## src/rtl/audio_i2s_rx_if.sv

```systemverilog
// audio_i2s_rx_if: codec serial pins plus stereo-pair valid/ready handshake of the I2S receiver.
interface audio_i2s_rx_if #(
    parameter int DATA_WIDTH = 16
);
    logic                  AUD_BCLK;
    logic                  AUD_ADCLRCK;
    logic                  AUD_ADCDAT;
    logic [DATA_WIDTH-1:0] LEFT_DATA;
    logic [DATA_WIDTH-1:0] RIGHT_DATA;
    logic                  SAMPLE_VALID;
    logic                  SAMPLE_READY;
    logic                  OVERRUN;

    modport master (
        output AUD_BCLK, AUD_ADCLRCK, AUD_ADCDAT, SAMPLE_READY,
        input  LEFT_DATA, RIGHT_DATA, SAMPLE_VALID, OVERRUN
    );

    modport slave (
        input  AUD_BCLK, AUD_ADCLRCK, AUD_ADCDAT, SAMPLE_READY,
        output LEFT_DATA, RIGHT_DATA, SAMPLE_VALID, OVERRUN
    );
endinterface

```

## src/rtl/audio_i2s_rx.sv

```systemverilog
// audio_i2s_rx: I2S ADC receiver; resynchronizes the codec pins and delivers left/right pairs with valid/ready.
module audio_i2s_rx #(
    parameter int DATA_WIDTH = 16
) (
    input logic           CLOCK,
    input logic           RESET,
    audio_i2s_rx_if.slave bus
);
    localparam int CW = $clog2(DATA_WIDTH + 1);

    typedef enum logic [1:0] {IDLE, SKIP, SHIFT, WAIT} state_t;

    state_t                state;
    logic [1:0]            bclk_s, lrck_s, dat_s;
    logic                  bclk_d, lrck_d, rise, lr_tr, lr_lvl, dat_q;
    logic                  chan, have_l, valid, overrun, commit;
    logic [CW-1:0]         cnt;
    logic [DATA_WIDTH-1:0] sr, hold, left_data, right_data, word;

    // A slot cut short by LRCK is left-justified so the missing LSBs read as zero.
    always_comb begin
        commit = state == SHIFT && (lr_tr || (rise && cnt == CW'(DATA_WIDTH - 1)));
        word = lr_tr ? sr << (CW'(DATA_WIDTH) - cnt) : {sr[DATA_WIDTH-2:0], dat_q};
    end

    always_ff @(posedge CLOCK) begin
        if (RESET) begin
            state      <= IDLE;
            bclk_s     <= '0;
            lrck_s     <= '0;
            dat_s      <= '0;
            bclk_d     <= 1'b0;
            lrck_d     <= 1'b0;
            rise       <= 1'b0;
            lr_tr      <= 1'b0;
            lr_lvl     <= 1'b0;
            dat_q      <= 1'b0;
            chan       <= 1'b0;
            have_l     <= 1'b0;
            valid      <= 1'b0;
            overrun    <= 1'b0;
            cnt        <= '0;
            sr         <= '0;
            hold       <= '0;
            left_data  <= '0;
            right_data <= '0;
        end else begin
            bclk_s <= {bclk_s[0], bus.AUD_BCLK};
            lrck_s <= {lrck_s[0], bus.AUD_ADCLRCK};
            dat_s  <= {dat_s[0], bus.AUD_ADCDAT};
            bclk_d <= bclk_s[1];
            lrck_d <= lrck_s[1];
            rise   <= bclk_s[1] & ~bclk_d;
            lr_tr  <= lrck_s[1] ^ lrck_d;
            lr_lvl <= lrck_s[1];
            dat_q  <= dat_s[1];
            // An LRCK transition always restarts the one-bit I2S delay for the new channel.
            unique case (state)
                IDLE: begin
                    if (lr_tr) begin
                        state <= SKIP;
                        chan  <= lr_lvl;
                    end
                end
                SKIP: begin
                    if (lr_tr) begin
                        chan <= lr_lvl;
                    end else if (rise) begin
                        state <= SHIFT;
                        cnt   <= '0;
                        sr    <= '0;
                    end
                end
                SHIFT: begin
                    if (lr_tr) begin
                        state <= SKIP;
                        chan  <= lr_lvl;
                    end else if (rise) begin
                        sr    <= {sr[DATA_WIDTH-2:0], dat_q};
                        cnt   <= cnt + CW'(1);
                        state <= cnt == CW'(DATA_WIDTH - 1) ? WAIT : SHIFT;
                    end
                end
                WAIT: begin
                    if (lr_tr) begin
                        state <= SKIP;
                        chan  <= lr_lvl;
                    end
                end
            endcase
            if (commit && !chan) begin
                hold   <= word;
                have_l <= 1'b1;
            end
            if (commit && chan)
                have_l <= 1'b0;
            // A right word only forms a pair when a left word is waiting for it.
            if (commit && chan && have_l) begin
                left_data  <= hold;
                right_data <= word;
                valid      <= 1'b1;
                if (valid && !bus.SAMPLE_READY)
                    overrun <= 1'b1;
            end else if (valid && bus.SAMPLE_READY) begin
                valid <= 1'b0;
            end
        end
    end

    assign bus.LEFT_DATA    = left_data;
    assign bus.RIGHT_DATA   = right_data;
    assign bus.SAMPLE_VALID = valid;
    assign bus.OVERRUN      = overrun;
endmodule

```

## src/flat_wrapper.sv

```systemverilog
// flat-port wrapper written by rule: the top's interface ports become plain ports
module audio_i2s_rx_flat 
#(
    parameter int DATA_WIDTH = 16
)
  (CLOCK, RESET, bus_AUD_BCLK, bus_AUD_ADCLRCK, bus_AUD_ADCDAT, bus_SAMPLE_READY, bus_LEFT_DATA, bus_RIGHT_DATA, bus_SAMPLE_VALID, bus_OVERRUN);
  audio_i2s_rx_if #(.DATA_WIDTH(DATA_WIDTH)) bus_i ();
  input logic CLOCK;
  input logic RESET;
  input wire logic [$bits(bus_i.AUD_BCLK)-1:0] bus_AUD_BCLK;
  input wire logic [$bits(bus_i.AUD_ADCLRCK)-1:0] bus_AUD_ADCLRCK;
  input wire logic [$bits(bus_i.AUD_ADCDAT)-1:0] bus_AUD_ADCDAT;
  input wire logic [$bits(bus_i.SAMPLE_READY)-1:0] bus_SAMPLE_READY;
  output wire logic [$bits(bus_i.LEFT_DATA)-1:0] bus_LEFT_DATA;
  output wire logic [$bits(bus_i.RIGHT_DATA)-1:0] bus_RIGHT_DATA;
  output wire logic [$bits(bus_i.SAMPLE_VALID)-1:0] bus_SAMPLE_VALID;
  output wire logic [$bits(bus_i.OVERRUN)-1:0] bus_OVERRUN;
  assign bus_i.AUD_BCLK = bus_AUD_BCLK;
  assign bus_i.AUD_ADCLRCK = bus_AUD_ADCLRCK;
  assign bus_i.AUD_ADCDAT = bus_AUD_ADCDAT;
  assign bus_i.SAMPLE_READY = bus_SAMPLE_READY;
  assign bus_LEFT_DATA = bus_i.LEFT_DATA;
  assign bus_RIGHT_DATA = bus_i.RIGHT_DATA;
  assign bus_SAMPLE_VALID = bus_i.SAMPLE_VALID;
  assign bus_OVERRUN = bus_i.OVERRUN;
  audio_i2s_rx #(.DATA_WIDTH(DATA_WIDTH)) u_core (.CLOCK(CLOCK), .RESET(RESET), .bus(bus_i));
endmodule
```

## config.mk

```make
export PLATFORM = sky130hd
export DESIGN_NAME = audio_i2s_rx_flat
export DESIGN_NICKNAME = d
export VERILOG_FILES = /design/src/rtl/audio_i2s_rx_if.sv /design/src/rtl/audio_i2s_rx.sv /design/src/flat_wrapper.sv
export SDC_FILE = /design/constraint.sdc
export NUM_CORES = 1
export LEC_CHECK = 0
export CAP_MARGIN = 10
export CORE_MARGIN = 2
export CORE_UTILIZATION = 39
export CTS_CLUSTER_DIAMETER = 120
export CTS_CLUSTER_SIZE = 20
export DETAILED_ROUTE_END_ITERATION = 7
export MAX_ROUTING_LAYER = met4
export PLACE_DENSITY = 0.54
export SKIP_CTS_REPAIR_TIMING = 1
export SYNTH_ARGS = -nofsm -noshare
export SYNTH_HDL_FRONTEND = slang
export SYNTH_SLANG_ARGS = --single-unit
```

## constraint.sdc

```tcl
create_clock -name CLOCK -period 5.6 [get_ports CLOCK]
set_input_delay 1.12 -clock CLOCK [delete_from_list [all_inputs] [get_ports CLOCK]]
set_output_delay 1.12 -clock CLOCK [all_outputs]
set_load 0.005 [all_outputs]
```

==> impl_metrics.ini <==
[final_layout]
num-fill-cells = 1005
num-nets-final = 491
area_growth_pct = 15.61
final_cells = 619
antenna_cells = 0
final_layout_size_suffix_gt1_share_pct = 9.938
final_core_util_pct = 45.96

[route]
drc = 0
wl_per_cell_um = 15.11
first_pass_iters = 5
vias = 3284
viasPerCell = 5.305
ant_nets = 0
detail_route.iter0.violations = 402
routed_wl_mm = 9.354

[status]
status = finished, final reports clean

[setup_path]
r2r_slack_ns = 2.66
regToRegStartpoint = u_core.cnt[1]
critical_path_class = register to register
end_kind = register
worstSetupStartpoint = u_core.cnt[1]
rr_worst_depth = 7
worstPathMaxFanout = 24
r2r_end = u_core.bus.RIGHT_DATA[14]
setup.worst_path.start_class = register
worstPathArrival_ns = 3.14
required_ns = 5.80

[synthesis]
yosys-top-cells-count = dfxtp_1 (86), nand2_1 (77), nor2_1 (61)
synth_cells = 455
ys.flop_type = dfxtp_1
ys_seq_area_share_pct = 42.52
ys_types = 55
synth_area_leader_cell = dfxtp_1
synthesis.area_mm2 = 0.004049
ys_async_sr_fraction_pct = 0
yosysMostFrequentCell = dfxtp_1
yosys_warnings = 0
synth_nets = 468
synth_edf_count = 0
synth.area.top_cells = dfxtp_1 (43%), nand2_1 (7.1%), nor2_1 (5.7%)
synth_top_area_share_pct = 42.52
synth.ff_latch_count = 86
syn_avg_cell_area_um2 = 8.899

[sta]
holdWs_ns = 0.3871
skew_ns = 0.01128
fmax_ghz = 0.3406
period_needed_ns = 2.936
worst_slew_pin_slew_ns = 0.9736
hold_viol_final = 0
fin_crit_sh_pct = 52.43
setup_violations = 0
report.final.slew_viol_count = 0
grt_setup_unrepaired = no
timing.setup.tns_ns = 0
slew_headroom_pct = 35.10

[pwr]
p_leak_nw = 1.490
ir_drop_mv = 0.1459
pwr_density_cell_mw_per_mm2 = 333.0

[placed_design]
port_buffers = 39
dpl.hpwl_mm = 6.395
place_congestion = 0.9371
dp_cells = 603

[clock_network]
cts_buffers = 9
clkTransAtPathRegs_ns = 0.09
cts.sinks = 86
cts_buffer_depth = 2
cts_tree = yes
cts.htree.levels = 3
cts_root_buffer = clkbuf_8
clkLatencyLatePin_ns = 0.36

[global_routing]
antenna_found_initial = 0
first_global_vias = 2933
grt_first_pass_wirelength_mm = 15.39
overflow = 0
grt_use_total_pct = 17.72
grt_start_max_net_pins = 66

[worst_hold_path]
hold_depth = 1
min_path_type = register to register
holdPathEnd = u_core.rise
min_from = u_core.bclk_d

[floorplanning]
die_width_um = 105.9
io_pins = 40
dieArea_mm2 = 0.01121
core-area_mm2 = 0.01018
initial_core_util_pct = 39.75
dieHeight_um = 105.9
rows = 37

[job]
cap_violations = 0
[layout by cell type, fill, tap and decap left out, types with 8 or more instances in the layout]
master,count
a211oi_1,16
inv_1,10
a21oi_1,41
mux4_2,8
clkdlybuf4s50_1,38
dfxtp_1,86
nor2_1,61
nor2b_1,14
mux2i_1,18
nand2_1,77
clkbuf_8,9
a311oi_1,8
[sequential cells by signal, indices dropped and copies added (netlist names), 2 cells and up]
| name | cells |
|---|---|
| u_core.bus.RIGHT_DATA | 16 |
| u_core.cnt | 5 |
| u_core.hold | 16 |
| u_core.dat_s | 2 |
| u_core.state | 2 |
| u_core.bclk_s | 2 |
| u_core.sr | 16 |
| u_core.bus.LEFT_DATA | 16 |
| u_core.lrck_s | 2 |
[area by class of cell]
cell class                      count  area (um2)  share of cell area [%]
Timing Repair Buffer               44       422.9                   9.035
Tap cell                          136       170.2                   3.635
Clock buffer                       10       127.6                   2.727
Inverter                           10       37.54                  0.8019
Sequential cell                    86        1722                   36.78
Clock inverter                      6       70.07                   1.497
Multi-Input combinational cell    327        2131                   45.52
[per-layer routing]
layer	GRT usage [%]	part of all wire [%]
met5	-	0
met4	5.357	1.3
met3	3.679	4.9
met2	25.44	43
met1	25.19	51
[per-stage QoR]
step | worst slack, ns | instance area (um2) | power [W]
finish | 2.664 | 4681 | 0.001559
detailed placement | 2.690 | 4483 | 0.001126
global route | 2.479 | 4681 | 0.001652
global placement | 2.774 | 4483 | 0.001125
CTS | 2.658 | 4681 | 0.001569
floorplan | 3.063 | 4049 | 0.001065
[logic make-up after synthesis]
family                   Yosys count  share of synthesized area [%]
buffers and inverters             42                          5.130
multiplexers                      31                          10.75
adder cells (fa/ha/maj)            7                          2.163
flip-flops                        86                          42.52
AO/OA/AOI/OAI                     99                          17.27
AND/OR/NAND/NOR                  182                          19.87
XOR/XNOR                           8                          2.287
[report_power, final]
| group | switching, W | total (W) | leakage, nW | internal, W |
|---|---|---|---|---|
| combinational | 0.000308 | 0.000469 | 0.706 | 0.000161 |
| sequential | 0.0000154 | 0.000646 | 0.695 | 0.000631 |
| clock | 0.000234 | 0.000443 | 0.0895 | 0.000209 |
| total | 0.000557 | 0.00156 | 1.49 | 0.00100 |
[worst max path at each step]
stage,end,slack (ns)
floorplan,u_core.hold[9],3.06
detailed placement,u_core.hold[14],2.69
global route,u_core.bus.RIGHT_DATA[7],2.48
global placement,u_core.hold[14],2.77
CTS,u_core.bus.RIGHT_DATA[14],2.66
finish,u_core.bus.RIGHT_DATA[14],2.66
[worst max-delay path, cell delays in order, from the launching register on]
cell and delay (ns):
dfxtp_1 0.45, inv_1 0.07, ha_1 0.93, mux4_2 0.62, and2_1 0.17, a31o_2 0.21
a22oi_1 0.20, a311oi_1 0.14
(Power assumes the default switching activity.)
